--- src/rtl/prefetch_redirect_ctrl.sv ---
// Prefetch sequencer: owns the fetch CS:IP, issues one word fetch at a time and
// applies atomic CS:IP redirects so that no old-stream byte reaches the FIFO after a flush.
module prefetch_redirect_ctrl #(
   parameter int          FIFO_DEPTH = 6,
   parameter logic [15:0] RESET_CS   = 16'hffff,
   parameter logic [15:0] RESET_IP   = 16'h0000
) (
   input  logic        clk,
   input  logic        reset_n,
   input  logic        redirect,
   input  logic [15:0] new_cs,
   input  logic [15:0] new_ip,
   input  logic [2:0]  fifo_count,
   output logic        fetch_req,
   output logic [18:0] fetch_addr,
   input  logic        fetch_ack,
   input  logic [15:0] fetch_rdata,
   output logic        fifo_wr_en,
   output logic        fifo_wr_two,
   output logic [15:0] fifo_wr_data,
   output logic        fifo_flush,
   output logic        redirect_busy
);

   typedef enum logic [1:0] {
      ST_IDLE  = 2'd0,
      ST_WAIT  = 2'd1,
      ST_DRAIN = 2'd2
   } state_t;

   localparam logic [2:0] ROOM_MAX = 3'(FIFO_DEPTH - 2);

   state_t      r_state;
   logic [15:0] r_cs;
   logic [15:0] r_ip;
   logic        r_req;
   logic [18:0] r_addr;
   logic        r_wr_en;
   logic        r_wr_two;
   logic [15:0] r_wr_data;
   logic        r_flush;
   logic        r_busy;

   state_t      w_state_nxt;
   logic [15:0] w_cs_nxt;
   logic [15:0] w_ip_nxt;
   logic        w_req_nxt;
   logic [18:0] w_addr_nxt;
   logic        w_wr_en_nxt;
   logic        w_wr_two_nxt;
   logic [15:0] w_wr_data_nxt;
   logic        w_flush_nxt;
   logic        w_busy_nxt;

   logic        w_room;
   logic [18:0] w_word_addr;
   logic [15:0] w_ip_inc;

   assign w_room      = (fifo_count <= ROOM_MAX);
   // Word address of (CS<<4)+IP: IP bit 0 never carries, so it drops out of the sum.
   assign w_word_addr = {r_cs, 3'b000} + {4'b0000, r_ip[15:1]};
   assign w_ip_inc    = r_ip + (r_ip[0] ? 16'd1 : 16'd2);

   always_comb begin
      w_state_nxt   = r_state;
      w_cs_nxt      = r_cs;
      w_ip_nxt      = r_ip;
      w_req_nxt     = r_req;
      w_addr_nxt    = r_addr;
      w_wr_en_nxt   = 1'b0;
      w_wr_two_nxt  = r_wr_two;
      w_wr_data_nxt = r_wr_data;
      w_flush_nxt   = redirect;
      w_busy_nxt    = r_busy;

      case (r_state)
         ST_IDLE: begin
            // The flush cycle itself must not launch a fetch.
            if (!redirect && !r_flush && w_room) begin
               w_req_nxt   = 1'b1;
               w_addr_nxt  = w_word_addr;
               w_busy_nxt  = 1'b0;
               w_state_nxt = ST_WAIT;
            end
         end
         ST_WAIT: begin
            if (fetch_ack) begin
               w_req_nxt   = 1'b0;
               w_state_nxt = ST_IDLE;
               if (!redirect) begin
                  w_wr_en_nxt   = 1'b1;
                  w_wr_two_nxt  = ~r_ip[0];
                  w_wr_data_nxt = fetch_rdata;
                  w_ip_nxt      = w_ip_inc;
               end
            end else if (redirect) begin
               w_state_nxt = ST_DRAIN;
            end
         end
         ST_DRAIN: begin
            // In-flight fetch belongs to the old stream: complete it and drop the data.
            if (fetch_ack) begin
               w_req_nxt   = 1'b0;
               w_state_nxt = ST_IDLE;
            end
         end
         default: begin
            w_req_nxt   = 1'b0;
            w_state_nxt = ST_IDLE;
         end
      endcase

      if (redirect) begin
         w_cs_nxt   = new_cs;
         w_ip_nxt   = new_ip;
         w_busy_nxt = 1'b1;
      end
   end

   always_ff @(posedge clk or negedge reset_n) begin
      if (!reset_n) begin
         r_state   <= ST_IDLE;
         r_cs      <= RESET_CS;
         r_ip      <= RESET_IP;
         r_req     <= 1'b0;
         r_addr    <= '0;
         r_wr_en   <= 1'b0;
         r_wr_two  <= 1'b0;
         r_wr_data <= '0;
         r_flush   <= 1'b0;
         r_busy    <= 1'b0;
      end else begin
         r_state   <= w_state_nxt;
         r_cs      <= w_cs_nxt;
         r_ip      <= w_ip_nxt;
         r_req     <= w_req_nxt;
         r_addr    <= w_addr_nxt;
         r_wr_en   <= w_wr_en_nxt;
         r_wr_two  <= w_wr_two_nxt;
         r_wr_data <= w_wr_data_nxt;
         r_flush   <= w_flush_nxt;
         r_busy    <= w_busy_nxt;
      end
   end

   assign fetch_req     = r_req;
   assign fetch_addr    = r_addr;
   assign fifo_wr_en    = r_wr_en;
   assign fifo_wr_two   = r_wr_two;
   assign fifo_wr_data  = r_wr_data;
   assign fifo_flush    = r_flush;
   assign redirect_busy = r_busy;

endmodule

--- config.mk ---
export PLATFORM = sky130hd
export DESIGN_NAME = prefetch_redirect_ctrl
export DESIGN_NICKNAME = d
export VERILOG_FILES = /design/src/rtl/prefetch_redirect_ctrl.sv
export SDC_FILE = /design/constraint.sdc
export NUM_CORES = 1
export LEC_CHECK = 0
export BUFFER_PORTS_ARGS = -buffer_cell sky130_fd_sc_hd__buf_2
export CAP_MARGIN = 20
export CORE_ASPECT_RATIO = 1.1
export CORE_MARGIN = 2
export CORE_UTILIZATION = 41
export CTS_CLUSTER_DIAMETER = 50
export CTS_CLUSTER_SIZE = 12
export DETAILED_ROUTE_END_ITERATION = 8
export PLACE_DENSITY = 0.65
export SLEW_MARGIN = 20
export SYNTH_ARGS = -nofsm -noshare
export SYNTH_HDL_FRONTEND = slang
export SYNTH_SLANG_ARGS = --single-unit
export TNS_END_PERCENT = 50
--- constraint.sdc ---
create_clock -name clk -period 2.6 [get_ports clk]
set_input_delay 0 -clock clk [delete_from_list [all_inputs] [get_ports clk]]
set_output_delay 0 -clock clk [all_outputs]
set_load 0.05 [all_outputs]
Yosys cells after proc, flatten, opt, wreduce, memory -nomap -nowiden
Cells that the tools add are included.
Cells by class
  bitwise operators: 2
  magnitude comparators: 1
  reduce and logical (&&, ||, !) cells: 16
  eq/ne operators: 6
  add/subtract/negate cells: 2
  mux-type cells: 18
Operator list (number)
  two-way mux 16 bit: 3
  adder 19 x 15 -> 19 bit: 1
  adder 16 x 2 -> 16 bit: 1
  two-way mux 2 bit: 5
  two-way mux 1 bit: 8
  AND reduction 2 bit: 4
  nonzero test 2 bit: 4
  one-hot mux 2 bit (3 select lines): 1
  AND reduction 3 bit: 2
  != test 2 bit, second input constant: 2
  less-or-equal comparator 3 bit, second input constant: 1
  != test 3 bit, second input constant: 1
  == test 2 x 1 -> 1 bit, second input constant: 1
  == test 2 bit, second input constant: 1
  logical AND 1 bit: 2
  logical NOT 1 bit: 2
  logical NOT 2 bit: 1
  != test 2 x 1 -> 1 bit, second input constant: 1
  inverter 1 bit: 2
  one-hot mux 1 bit (2 select lines): 1
  OR reduction 2 bit: 1
Storage, ports and cells
  flip-flop bits (word level): 74
  bits of input ports: 55
  word-level logic and storage cells: 55
  output and inout port bits: 40

Depth between registers and ports, before layout
  word-level depth: 6
  gate-level depth with buffers: 7
  mapped depth without buffers: 7

Worst setup path after synthesis
Ideal clock, no wire load.
  path kind: register to register
  from: register r_ip[4]
  to: register r_addr[13] (netlist: fetch_addr[13])
  path slack: 0.691 ns
  library setup time: 0.136 ns
  arrival time: 1.774 ns
  required time: 2.464 ns
  path buffers: 0
  stages on the path, launching flop included: 8
  path through: dfrtp_1 > ha_1 > fa_1 > a21oi_1 > o211ai_2 > a31oi_1 > xor2_1 > o21ai_0
Between the ends
  cells in the longest elaborated chain, start to end: 1
RTL lines
  start: declaration: line 35  | logic [15:0] r_ip;
  start signal: assignment: line 135  | r_ip <= w_ip_nxt;
  adder 19 x 15 -> 19 bit: line 61  | assign w_word_addr = {r_cs, 3'b000} + {4'b0000, r_ip[15:1]};
  end signal: assignment: line 137  | r_addr <= w_addr_nxt;
  end: declaration: line 37  | logic [18:0] r_addr;
No other way between the ends.
A chain may end at the register's enable or synchronous reset.

Worst setup path in the final report
  from: register r_cs[8]
  to: register r_addr[18] (netlist: fetch_addr[18])
Between the ends
  cells in the longest elaborated chain, start to end: 1
RTL lines
  start: declaration: line 34  | logic [15:0] r_cs;
  start signal: assignment: line 134  | r_cs <= w_cs_nxt;
  adder 19 x 15 -> 19 bit: line 61
No other way between the ends.

==> reports/metrics.cfg <==
[run_status]
run_status=completed

[worst_hold_path]
min_from=fetch_ack
hold_class=in -> reg
hold_depth=3

[timing]
period_minus_slack_ns=2.112
setup_viol=0
max_slew_margin=0.5393
fin_crit_sh=0.8124
drv_slew=0
worst_clock_skew_ns=0.009117
hold_viol_final=0
setup_ws_ns=0.4877
fmax_mhz=473.4
finalSetupTns_ns=0
worst_slew_pin_slew_ns=0.6910
rsz0062_at_grt=false

[cells_and_area]
fillCellCount=795
areaGrowthSynthToFinish_pct=35.64
nNetsFinal=619
n_antenna_cell=0
drive_above_1_share=0.2831
stdcell_count=665
final_core_utilization=0.5756

[placed_design]
dp_slack_ns=0.5353
gp_congestion=0.8599
hpwl_um=6765
dp_cells=599
portBuffers=94

[detailed_routing]
firstDrtPassIters=4
via_per_inst=4.970
ant_nets=0
post-route-drc-count=0
via_count=3305
dr.first_iter.drc_count=93
post_drt_wl_per_cell_um=14.20
routed_wirelength_um=9440

[floorplan]
core.rowCount=36
start_util=0.4244
die_y_um=104.8
io_pins=95
coreArea_um2=8919
dieWidth_um=95.61
die_area_um2=10020

[cts]
cts.sink_count=74
htreeDepth=3
tritoncts=yes
root_buffer=clkbuf_8
cts_buffers=9
cts_resized=0
clock_latency_ns=0.34
cts_hold_buf=50
clk_pin_slew_ns=0.08
postCtsSetupBuffers=0
cts.path.max_buffers=2

[global_routing]
grt_pass1_wl_um=15770
grt_pass1_vias=3444
grt_max_degree=34
antenna_found_initial=0
gr-total-overflow=0
groute.usage.overall=0.1993

[pwr]
powerDensity_nw_per_um2=975.2
p_leak_nw=2.487
finalPower_mw=5.006
ir_drop_v=0.0005856

[synthesis]
yosysTopAreaCell=dfrtp_1
post_synth.cell_area_avg_um2=9.606
syn-cell-area_um2=3785
yosysWarningCount=0
synth-seq-cells=74
synthCells=394
yosysMostFrequentCell=nand2_1
synth_nets=467
yosys_most_used_dff=dfrtp_1
synth.area.top_cells=dfrtp_1, dfstp_2, nand2_1, ha_1, mux2_2
synth_top_area_frac=0.3835
synth_cell_types=46
synth_edf_count=0
ys_seq_area_frac=0.4945
ys_async_sr_fraction=1.000
yosys-top-cells-count=nand2_1, dfrtp_1, o21ai_0

[worst_setup_path]
critical_path_class=reg -> reg
cp_max_fo=8
slowest_delay_ns=0.53
rrSetupSlack_ns=0.49
path_cells=ha_1 -> a21o_1 -> a31oi_1 -> o21ai_1 -> or4_1 -> nand3_1
reg2reg_from=r_cs[8]
critPathCaptureType=register
setup.worst_path.start=r_cs[8]
cp_slowest_cell=dfstp_2
required_ns=2.87
path_buf_inv=0
reg2reg_depth=6
cp_num_cells=6
endpoint=fetch_addr[18]
r2r-end=fetch_addr[18]
crit_family=compound AO/OA/AOI/OAI gates
cp-start-kind=register
cp.arrival_ns=2.39

[flow_run]
cap_viol_max_count=0

[state kept, by name, indices dropped and copies added, names as in the netlist]
name / flops
fifo_wr_en: 1
fifo_wr_data: 16
r_ip: 16
fifo_wr_two: 1
r_cs: 16
fetch_addr: 19
r_state: 2
redirect_busy: 1
fifo_flush: 1
fetch_req: 1
[per-layer routing]
layer	part of all wire	vias up	global-route usage	routed length [um]
met5	0	-	0	0
met4	0.015	0	0.05102	142
met3	0.038	10	0.03893	354
met2	0.52	73	0.3492	4878
met1	0.43	1569	0.2477	4064
li1	-	1653	-	-
[cells in the final DEF, fill, tap and decap left out, types with 3 or more instances in the layout]
| cell type | instances |
|---|---|
| nor3_1 | 3 |
| nand4_1 | 7 |
| xor2_1 | 11 |
| a21o_1 | 6 |
| dlygate4sd3_1 | 50 |
| buf_2 | 94 |
| or4_1 | 3 |
| xnor2_1 | 11 |
| and3_1 | 4 |
| mux2_2 | 16 |
| dfstp_2 | 16 |
| o21a_1 | 3 |
| mux2i_1 | 3 |
| o21ai_1 | 4 |
| ha_1 | 17 |
| inv_1 | 11 |
| o21ai_0 | 28 |
| a31oi_1 | 3 |
| nand3_1 | 12 |
| nand2_1 | 111 |
| a211oi_1 | 3 |
| a21oi_1 | 15 |
| nor2_1 | 13 |
| buf_4 | 8 |
| dfrtp_1 | 58 |
| clkbuf_8 | 10 |
[through the flow]
stage,area (um2),hold WS [ns]
final,5134,0.05296
after global routing,5134,0.04814
after CTS,5134,0.03136
after detailed placement,4414,0.09336
after global placement,4414,0.08359
after floorplan,3785,-0.2956
[cell type report]
cell class | instances | area (um2) | share of cell area
Timing Repair Buffer | 152 | 1031 | 0.2008
Multi-Input combinational cell | 297 | 1824 | 0.3554
Sequential cell | 74 | 1872 | 0.3646
Clock buffer | 11 | 141.4 | 0.02754
Inverter | 12 | 45.04 | 0.008774
Clock inverter | 5 | 77.57 | 0.01511
Tap cell | 114 | 142.6 | 0.02778
[worst register-to-register path, delay by kind of cell, from the launching register on]
family / cells / cell delay [ns]
AOI/OAI and AO/OA: 3 / 0.62
adders and majority gates: 1 / 0.31
DFF: 1 / 0.53
and+or+nand+nor: 2 / 0.60
[power breakdown]
| group | switching, mW | internal [mW] |
|---|---|---|
| logic | 1.66 | 0.628 |
| registers | 0.210 | 1.52 |
| clock network | 0.424 | 0.564 |
| total | 2.30 | 2.71 |
[kinds of logic after synthesis]
family	after synthesis	share of synthesized area
AOI/OAI and AO/OA	75	0.1207
buffers and inverters	23	0.02347
and+or+nand+nor	163	0.1934
xor gates and xnor gates	22	0.05091
muxes	19	0.05554
adders and majority gates	18	0.06149
DFF	74	0.4945
[worst min path at each step]
stage                     end  slack [ns]
3_5_place_dp   fetch_addr[15]        0.09
2_1_floorplan   fetch_addr[0]       -0.30
5_1_grt            r_state[1]        0.05
6_report           r_state[1]        0.05
3_3_place_gp   fetch_addr[15]        0.08
4_1_cts            r_state[1]        0.03
Note: power is estimated with default switching activity, not from simulation.
